**config.mk**
```make
export PLATFORM = sky130hd
export DESIGN_NAME = shiftadd_mult_ctrl
export DESIGN_NICKNAME = d
export VERILOG_FILES = /design/src/rtl/shiftadd_mult_ctrl.sv
export SDC_FILE = /design/constraint.sdc
export NUM_CORES = 1
export LEC_CHECK = 0
export ABC_AREA = 1
export CAP_MARGIN = 20
export CORE_MARGIN = 10
export CORE_UTILIZATION = 33
export DETAILED_ROUTE_END_ITERATION = 12
export PLACE_DENSITY = 0.61
export SYNTH_ARGS = -nofsm -noshare
export SYNTH_HDL_FRONTEND = slang
export SYNTH_SLANG_ARGS = --single-unit
```
**constraint.sdc**
```tcl
create_clock -name clk -period 2.14 [get_ports clk]
set_input_delay 0.214 -clock clk [delete_from_list [all_inputs] [get_ports clk]]
set_output_delay 0.214 -clock clk [all_outputs]
set_load 0.005 [all_outputs]
```
**src/rtl/shiftadd_mult_ctrl.sv**
```systemverilog
// Sequential shift-add multiplier controller. The add/no-add choice is made by
// an external 2:1 mux; this block sources both candidates and consumes the pick.
module shiftadd_mult_ctrl #(
  parameter int N = 8
) (
  input  logic           clk,
  input  logic           reset_n,
  input  logic           start,
  input  logic [N-1:0]   a,
  input  logic [N-1:0]   b,
  output logic           mux_sel,
  output logic [2*N:0]   mux_in0,
  output logic [2*N:0]   mux_in1,
  input  logic [2*N:0]   mux_out,
  output logic           busy,
  output logic           done,
  output logic [2*N-1:0] product
);

  localparam int W  = 2*N + 1;
  localparam int CW = $clog2(N);

  typedef enum logic [1:0] {IDLE, RUN, DONE} state_t;

  state_t          state, state_nxt;
  logic [W-1:0]    r;
  logic [N-1:0]    m;
  logic [CW-1:0]   cnt;
  logic            last;

  // The mux output LSB is shifted out every step and never needed.
  logic mux_out_unused;
  assign mux_out_unused = mux_out[0];

  assign last    = (cnt == CW'(N-1));
  assign mux_sel = r[0];
  assign mux_in0 = r;
  assign mux_in1 = r + {1'b0, m, {N{1'b0}}};
  assign busy    = (state == RUN);
  assign done    = (state == DONE);

  always_comb begin
    state_nxt = state;
    case (state)
      IDLE:    if (start) state_nxt = RUN;
      RUN:     if (last)  state_nxt = DONE;
      DONE:    state_nxt = IDLE;
      default: state_nxt = IDLE;
    endcase
  end

  always_ff @(posedge clk or negedge reset_n) begin
    if (!reset_n) state <= IDLE;
    else          state <= state_nxt;
  end

  always_ff @(posedge clk or negedge reset_n) begin
    if (!reset_n) begin
      r       <= '0;
      m       <= '0;
      cnt     <= '0;
      product <= '0;
    end else begin
      case (state)
        IDLE: if (start) begin
          r   <= {{(N+1){1'b0}}, b};
          m   <= a;
          cnt <= '0;
        end
        RUN: begin
          r   <= {1'b0, mux_out[W-1:1]};
          cnt <= cnt + CW'(1);
          // Final step: the shifted value is the full 2N-bit product.
          if (last) product <= mux_out[W-1:1];
        end
        default: ;
      endcase
    end
  end

endmodule

```
==> impl_metrics.toml <==
[outcome]
status = "complete, no violations"

[timing]
worst_pin_slew_ns = 0.556
period_minus_slack_ns = 2.07
fin_crit_sh = 0.967
rsz0062_at_grt = "no"
maxSlewViolCount = 0
finalHoldViolations = 0
relSlewSlack = 0.628
worst_clock_skew_ns = 0.00378
setup_violations = 0
fmax_ghz = 0.483
tns_ns = 0

[global_routing]
grt_start_max_net_pins = 24
grt_antenna_before_repair = 0
grt_pass1_vias = 1957
grt_pass1_wl_mm = 9.98
gr-total-overflow = 0
grt_util_all_layers = 0.120

[worst_setup_path]
worstPathRequired_ns = 1.93
cp_max_fo = 3
endpoint_kind = "primary output"
crit_type = "register to primary output"
startpoint_type = "register"
worstPathArrival_ns = 1.85

[logic_synthesis]
synth_most_common_cell = "nand2_1"
synth_seq_area_share = 0.505
syn_nets = 313
yosys_warnings = 0
yosysTopAreaCell = "dfrtp_1"
synth_area_leaders = "dfrtp_1 (51%), nand2_1 (15%), o21ai_0 (6.3%)"
synth_flop_cell = "dfrtp_1"
syn_avg_cell_area_um2 = 8.38
synth.area.mux_share = 0
synthSimpleGateAreaFrac = 0.181
synth-edff-count = 0
syn_inst = 266
synthTopCellsByCount = "nand2_1 (88), dfrtp_1 (45), inv_1 (34), o21ai_0 (28), o21ai_1 (12)"
synth_cell_type_count = 24
synth_fa_ha_area_frac = 0.0651
synth_xor_area_frac = 0.0118
async_flop_share = 1.00
syn_area_mm2 = 0.00223
synth_seq_cells = 45
yosysTopAreaCellShare = 0.505
synth_compound_area_frac = 0.114
synth_top_family_by_area = "simple AND/OR/NAND/NOR gates"

[clocking]
path_clk_slew_ns = 0.08
root_buffer = "clkbuf_8"
cts_buffers = 5
cts_max_level = 2
cts_buffer_depth = 2
clock_latency_ns = 0.30
clock-sinks = 45
tritoncts = "built"

[cells_and_area]
areaGrowthSynthToFinish_pct = 47.6
design_area_mm2 = 0.00329
finalNetCount = 399
drive_above_1_share = 0.102
fin_util = 0.510
n_antenna_cell = 0

[worst_hold_path]
worstHoldPathType = "primary input to async pin"

[routing]
wirelength_mm = 6.18
dr.pass1.iters = 4
viasPerCell = 4.47
drt_iter0_drc = 45
vias = 1920
drc = 0
drt-wirelength-per-cell_um = 14.4
ant_nets = 0

[die]
die_x_um = 102
ios = 89
rows = 29
die_h_um = 102
start_util = 0.345
dieArea_mm2 = 0.0104
fp.coreArea_mm2 = 0.00646

[place]
dpl_cell_area_mm2 = 0.00312
dpl.hpwl_mm = 4.77
port_buffers = 86
gp_routability_congestion = 0.803

[pwr]
power.density_mw_per_mm2 = 1500
fin_total_pwr_mw = 4.94
leakage_nw = 1.63
worst_ir_drop_vdd_uv = 578

[job]
maxCapViolCount = 0
[critical path, cell delays in order (launching register included)]
cell	delay, ns
dfrtp_1	0.43
ha_4	0.27
or2_2	0.31
nand3b_1	0.14
nand2_1	0.06
nand2_1	0.05
nand2_1	0.05
dlygate4sd2_1	0.26
[layout by cell type, fill, tap and decap left out, drive strengths merged]
cell type,n
nand2,88
clkdlybuf4s50,77
dfrtp,45
o21ai,40
inv,37
buf,12
ha,10
clkbuf,9
dlygate4sd2,6
nor2,5
nand3,5
a21oi,3
o211ai,3
or2,2
nand3b,2
xnor2,2
a22o,2
xor2,1
fa,1
conb,1
clkinv,1
dlygate4sd3,1
[path summary, 6_finish.rpt]
check,slack (ns),end,cells past startpoint,start
hold / removal,0.44,product[8]$_DFFE_PN0P_,2,reset_n
setup reg to reg,0.79,product[0]$_DFFE_PN0P_,6,cnt[0]$_DFFE_PN0P_
max in group asynchronous,1.12,mux_in0[7]$_DFFE_PN0P_,3,reset_n
hold reg to reg,0.49,cnt[0]$_DFFE_PN0P_,1,cnt[0]$_DFFE_PN0P_
setup / recovery,0.07,mux_in1[13],7,mux_in0[10]$_DFFE_PN0P_
min in group clk,0.47,m[1]$_DFFE_PN0P_,3,a[1]
[what timing repair did]
action / CTS / global route
gates cloned: 0 / 0
endpoints found under the setup margin: 8 / 3
hold buffers: 1 / 0
gates resized for setup: 17 / 2
hold endpoints to repair: 21 / 0
pin swaps: 3 / 3
buffers inserted: 2 / 0
[registers in the layout, summed over array words and instances (netlist names)]
| register | count |
|---|---|
| m | 8 |
| cnt | 3 |
| mux_in0 | 16 |
| product | 16 |
| state | 2 |
[final cells by class]
cell class / count / area, um^2
Clock inverter: 1 / 5.00
Fill cell: 640 / 3170
Clock buffer: 7 / 96.3
Sequential cell: 45 / 1130
Multi-Input combinational cell: 165 / 898
Tap cell: 77 / 96.3
Inverter: 37 / 139
Timing Repair Buffer: 98 / 931
[cells by family after synthesis]
logic type | count (synthesis)
simple gates | 102
xor+xnor | 3
other cells | 1
compound gates | 48
flops | 45
buf+inv | 56
fa+ha+maj | 11
[per-layer routing]
| metal | GRT usage | vias up | part of all wire |
|---|---|---|---|
| met5 | 0 | - | 0 |
| met4 | 0.0358 | 0 | 0.0070 |
| met3 | 0.0628 | 4 | 0.11 |
| met2 | 0.185 | 70 | 0.45 |
| met1 | 0.143 | 857 | 0.43 |
| li1 | - | 989 | - |
[per-stage QoR]
stage / worst slack, ns / hold slack (ns) / cells
floorplan: 0.540 / -0.0816 / 266
global placement: 0.0329 / 0.225 / 419
detailed placement: 0.00686 / 0.220 / 419
CTS: 0.0100 / 0.450 / 430
global route: 0.000317 / 0.486 / 430
finish: 0.0715 / 0.436 / 430
[power by group]
group / switching, mW / internal [mW]
registers: 0.327 / 1.26
clock network: 0.281 / 0.292
logic: 1.20 / 1.58
(Power assumes the default switching activity.)
